<file path="src/rtl/serial_subtractor.sv">
// Bit-serial two's-complement subtractor: one full-subtractor cell plus a borrow flop,
// LSB first, WIDTH shift cycles per operation behind a start/done handshake.
module serial_subtractor #(
  parameter int WIDTH = 8
) (
  input  logic             clk,
  input  logic             reset_n,
  input  logic             start,
  input  logic [WIDTH-1:0] a,
  input  logic [WIDTH-1:0] b,
  output logic             busy,
  output logic             done,
  output logic [WIDTH-1:0] d,
  output logic             bo,
  output logic             ovf
);

  localparam int CW = (WIDTH > 1) ? $clog2(WIDTH) : 1;

  typedef enum logic [1:0] {
    IDLE  = 2'd0,
    SHIFT = 2'd1,
    DONE  = 2'd2
  } state_t;

  state_t           state_r, state_nx_s;
  logic [WIDTH-1:0] sa_r, sb_r, res_r, res_nx_s, d_r;
  logic [CW-1:0]    count_r;
  logic             borrow_r, bo_r, ovf_r, busy_r, done_r;
  logic             accept_s, last_s, x_s, y_s, diff_s, borrow_nx_s;

  // Full-subtractor cell: returns {borrow_out, diff}.
  function automatic logic [1:0] full_sub(input logic x, input logic y, input logic br);
    full_sub = {(~x & y) | (~(x ^ y) & br), x ^ y ^ br};
  endfunction

  // Bit-cell evaluation and handshake decode.
  always_comb begin
    x_s                    = sa_r[0];
    y_s                    = sb_r[0];
    {borrow_nx_s, diff_s}  = full_sub(x_s, y_s, borrow_r);
    last_s                 = (count_r == CW'(WIDTH - 1));
    accept_s               = start && ((state_r == IDLE) || (state_r == DONE));
  end

  // The result register shifts the new difference bit in at the MSB end.
  if (WIDTH == 1) begin : g_res_w1
    assign res_nx_s = diff_s;
  end else begin : g_res_wn
    assign res_nx_s = {diff_s, res_r[WIDTH-1:1]};
  end

  // Next-state logic.
  always_comb begin
    state_nx_s = state_r;
    case (state_r)
      IDLE: begin
        if (start) state_nx_s = SHIFT;
        else       state_nx_s = IDLE;
      end
      SHIFT: begin
        if (last_s) state_nx_s = DONE;
        else        state_nx_s = SHIFT;
      end
      DONE: begin
        if (start) state_nx_s = SHIFT;
        else       state_nx_s = IDLE;
      end
      default: state_nx_s = IDLE;
    endcase
  end

  // State register with registered busy/done flags decoded from the next state.
  always_ff @(posedge clk or negedge reset_n) begin
    if (!reset_n) begin
      state_r <= IDLE;
      busy_r  <= 1'b0;
      done_r  <= 1'b0;
    end else begin
      state_r <= state_nx_s;
      busy_r  <= (state_nx_s == SHIFT);
      done_r  <= (state_nx_s == DONE);
    end
  end

  // Datapath: operand capture on accept, one bit per cycle while shifting.
  always_ff @(posedge clk or negedge reset_n) begin
    if (!reset_n) begin
      sa_r     <= '0;
      sb_r     <= '0;
      res_r    <= '0;
      d_r      <= '0;
      count_r  <= '0;
      borrow_r <= 1'b0;
      bo_r     <= 1'b0;
      ovf_r    <= 1'b0;
    end else if (accept_s) begin
      sa_r     <= a;
      sb_r     <= b;
      count_r  <= '0;
      borrow_r <= 1'b0;
      bo_r     <= 1'b0;
      ovf_r    <= 1'b0;
    end else if (state_r == SHIFT) begin
      sa_r     <= sa_r >> 1;
      sb_r     <= sb_r >> 1;
      res_r    <= res_nx_s;
      borrow_r <= borrow_nx_s;
      count_r  <= count_r + CW'(1);
      // On the last step x/y are the operand sign bits.
      if (last_s) begin
        d_r   <= res_nx_s;
        bo_r  <= borrow_nx_s;
        ovf_r <= (x_s ^ y_s) & (diff_s ^ x_s);
      end else begin
        d_r   <= d_r;
        bo_r  <= bo_r;
        ovf_r <= ovf_r;
      end
    end else begin
      sa_r     <= sa_r;
      sb_r     <= sb_r;
    end
  end

  assign busy = busy_r;
  assign done = done_r;
  assign d    = d_r;
  assign bo   = bo_r;
  assign ovf  = ovf_r;

endmodule

</file>
<file path="config.mk">
export PLATFORM = sky130hd
export DESIGN_NAME = serial_subtractor
export DESIGN_NICKNAME = d
export VERILOG_FILES = /design/src/rtl/serial_subtractor.sv
export SDC_FILE = /design/constraint.sdc
export NUM_CORES = 1
export LEC_CHECK = 0
export ABC_AREA = 1
export BUFFER_PORTS_ARGS = -buffer_cell sky130_fd_sc_hd__buf_2
export CAP_MARGIN = 5
export CORE_MARGIN = 2
export CORE_UTILIZATION = 59
export CTS_CLUSTER_DIAMETER = 30
export CTS_CLUSTER_SIZE = 24
export DETAILED_ROUTE_END_ITERATION = 10
export HOLD_SLACK_MARGIN = 0.02
export PLACE_DENSITY = 0.94
export SYNTH_ARGS = -nofsm -noshare
export SYNTH_HDL_FRONTEND = slang
export SYNTH_SLANG_ARGS = --single-unit
export TNS_END_PERCENT = 1
</file>
<file path="constraint.sdc">
create_clock -name clk -period 3 [get_ports clk]
set_input_delay 0.6 -clock clk [delete_from_list [all_inputs] [get_ports clk]]
set_output_delay 0.6 -clock clk [all_outputs]
set_load 0.005 [all_outputs]
</file>
==> results by group <==
Placement
  – Routability Congestion: 0.771
  – Port bufs: 30
  – DPL Wire Length: 2420 µm

Clocking
  – Cts hold-fix bufs: 0
  – TritonCTS clock tree: yes
  – Worst-Skew Late Latency: 350 ps
  – Clock sink total: 41
  – TritonCTS buffer count: 5
  – Setup Fix Bufs, Post-CTS: 0
  – Clock-pin slew on the worst setup and hold paths: 120 ps
  – Clk buf depth: 2
  – Root buffer cell: clkbuf_4
  – PostCTS Resize Cnt: 0
  – H-tree Lvls: 2

Timing
  – Fin Clk Skew: 7.56 ps
  – Setup_tns: 0 ps
  – Relative slew slack: 42.1%
  – Hold Vio Cnt, Final: 0
  – Unrepaired setup endpoints after global routing: false
  – Setup Viol. Count Final: 0
  – Min Clock Period, post-route: 1720 ps
  – Fin crit share: 57.5%
  – Maximum clock rate: 580 MHz
  – Final slew viol count: 0
  – Worst-Margin Slew: 869 ps

Routing
  – Drt pass-1 iters: 4
  – Initial DRC Count: 61
  – Detail Route Antenna Nets: 0
  – Final WL: 3430 µm
  – DRC errors left: 0
  – Vias: 1,490
  – DR WL/cell: 11.4 µm
  – Vias per cell: 4.97

Worst setup path
  – FF-to-FF setup slack: 1280 ps
  – WP data required: 3300 ps
  – FF-to-FF Start: state_r[1]$_DFF_PN0_
  – Data arrival time of the critical path: 2020 ps
  – CP Launch Type: flop
  – Origin of the worst setup path: state_r[1]$_DFF_PN0_
  – Critical path class: flop to flop
  – Critical Path Fanout Max: 20
  – CP endpoint kind: flop

Power and ir drop
  – Leakage: 1.21 nW
  – Tot Pwr: 2.14 mW
  – Maximum VDD drop: 0.443 mV
  – Power per cell area: 1010 mW/mm²

Logic synthesis
  – Number of synthesized flops with an enable pin: 0
  – Post-synth top area share: 54.4%
  – Ys Warns: 0
  – #FFs+latches synth: 41
  – Synth Cell Area: 0.00188 mm²
  – Post-synthesis cell count: 224
  – Post-synthesis sequential area ratio: 54.4%
  – Syn_nets: 247
  – Synth top area cells: dfrtp_1 54%, nand2_1 18%, inv_1 6.6%
  – Most common flop cell mapped by yosys: dfrtp_1
  – Commonest cells in the netlist: 92 x nand2_1, 41 x dfrtp_1, 33 x inv_1
  – Leading area contributor after synthesis: dfrtp_1
  – Library cells used by synthesis: 19
  – Avg Inst Size Synth: 8.41 µm²
  – Most frequent cell after synthesis: nand2_1
  – FFs w/ async S/R, synth: 100%

Global routing
  – Largest net degree at the start of global routing: 42
  – Vias in the first global route: 1,406
  – Total GRT Usage: 22.1%
  – Grt ovf: 0
  – First-pass GRT wire length: 5940 µm
  – Initial antenna violation count: 0

Hold path
  – HP Class: input port to asynchronous set/reset pin

Status
  – Outcome: finished clean

Cells and area
  – Area of the multi-input gates: 669 µm²
  – Fillers: 262
  – Register area: 0.00103 mm²
  – # diodes: 0
  – Area Growth Syn to Fin: 12.0%
  – Layout Nets: 278
  – Core Util, Final: 69.1%
  – Fraction of layout cells with a size suffix above 1: 20.3%

Floorplanning
  – Die width: 60.5 µm
  – Rows: 20
  – Die H: 60.5 µm
  – Die area: 0.00366 mm²
  – I/O pin cnt: 31
  – Initial Util: 61.7%
  – Std-Cell Core Area: 0.00305 mm²

Job
  – Max-cap violations: 0
## critical path, cell delays in order (launching register included)
cell     delay (ps)
dfrtp_1         420
inv_1           100
nand2_1         480
nand2_4         210
inv_2           260
nand2_1         100
nand2_1          80
## where the power goes
group | internal, mW | switching, mW | leakage (nW) | total [mW]
clock | 0.136 | 0.177 | 0.0413 | 0.313
combinational | 0.325 | 0.554 | 0.656 | 0.879
sequential | 0.801 | 0.144 | 0.517 | 0.945
total | 1.26 | 0.874 | 1.21 | 2.14
## area by class of cell
cell class / count / area share (%)
flip-flops and latches: 41 / 48.6
multi-input cells: 141 / 31.7
repair buffers: 31 / 7.47
inverters: 35 / 6.23
clock buffers: 7 / 3.08
well taps: 44 / 2.61
clock inverters: 1 / 0.237
## stage by stage
stage,cell area [µm²],hold slack [ps],std cells,worst slack [ps]
3_3_place_gp,2040,457,292,1400
2_1_floorplan,1880,304,224,1660
3_5_place_dp,2040,459,292,1320
4_1_cts,2110,366,300,1300
6_report,2110,352,300,1280
5_1_grt,2110,410,300,1120
## metal layers
metal,wire [µm],global-route usage [%],up-vias
li1,-,-,738
met1,1590,27.6,705
met2,1610,36.5,36
met3,149,4.69,11
met4,86,11.5,0
met5,0,0,-
## cells in the final DEF (no fill, tap or decap), drive strengths merged
cell / synthesis / final
clkinv: 0 / 1
nand3: 16 / 16
inv: 35 / 35
ha: 3 / 3
buf: 6 / 31
fa: 1 / 1
dfrtp: 41 / 41
nand2: 95 / 95
clkbuf: 1 / 7
nor2: 5 / 5
a21oi: 2 / 2
o21ai: 19 / 19
## cell families (layout without fill, tap and decap cells)
group	count (synthesis)	in the layout	share of synthesized area (%)
AOI/OAI and AO/OA	21	21	6.97
adders and majority gates	4	4	3.05
buffers and inverters	42	74	10.0
DFF	41	41	54.4
and+or+nand+nor	116	116	25.5
## path summary, 6_finish.rpt
check,to,depth (start not counted)
max,sa_r[2]$_DFFE_PN0P_,6
min,res_r[5]$_DFFE_PN0P_,1
max reg2reg,sa_r[2]$_DFFE_PN0P_,6
min reg2reg,sb_r[4]$_DFFE_PN0P_,2
max in group asynchronous,busy$_DFF_PN0_,1
min in group clk,sb_r[7]$_DFFE_PN0P_,3
## registers in the layout, summed over array words and instances, names as in the netlist
| name | flops |
|---|---|
| d | 8 |
| sa_r | 8 |
| sb_r | 8 |
| res_r | 7 |
| count_r | 3 |
| state_r | 2 |
| bo | 1 |
| borrow_r | 1 |
| busy | 1 |
| done | 1 |
| ovf | 1 |
No activity file was read; power rests on OpenSTA's default activity.
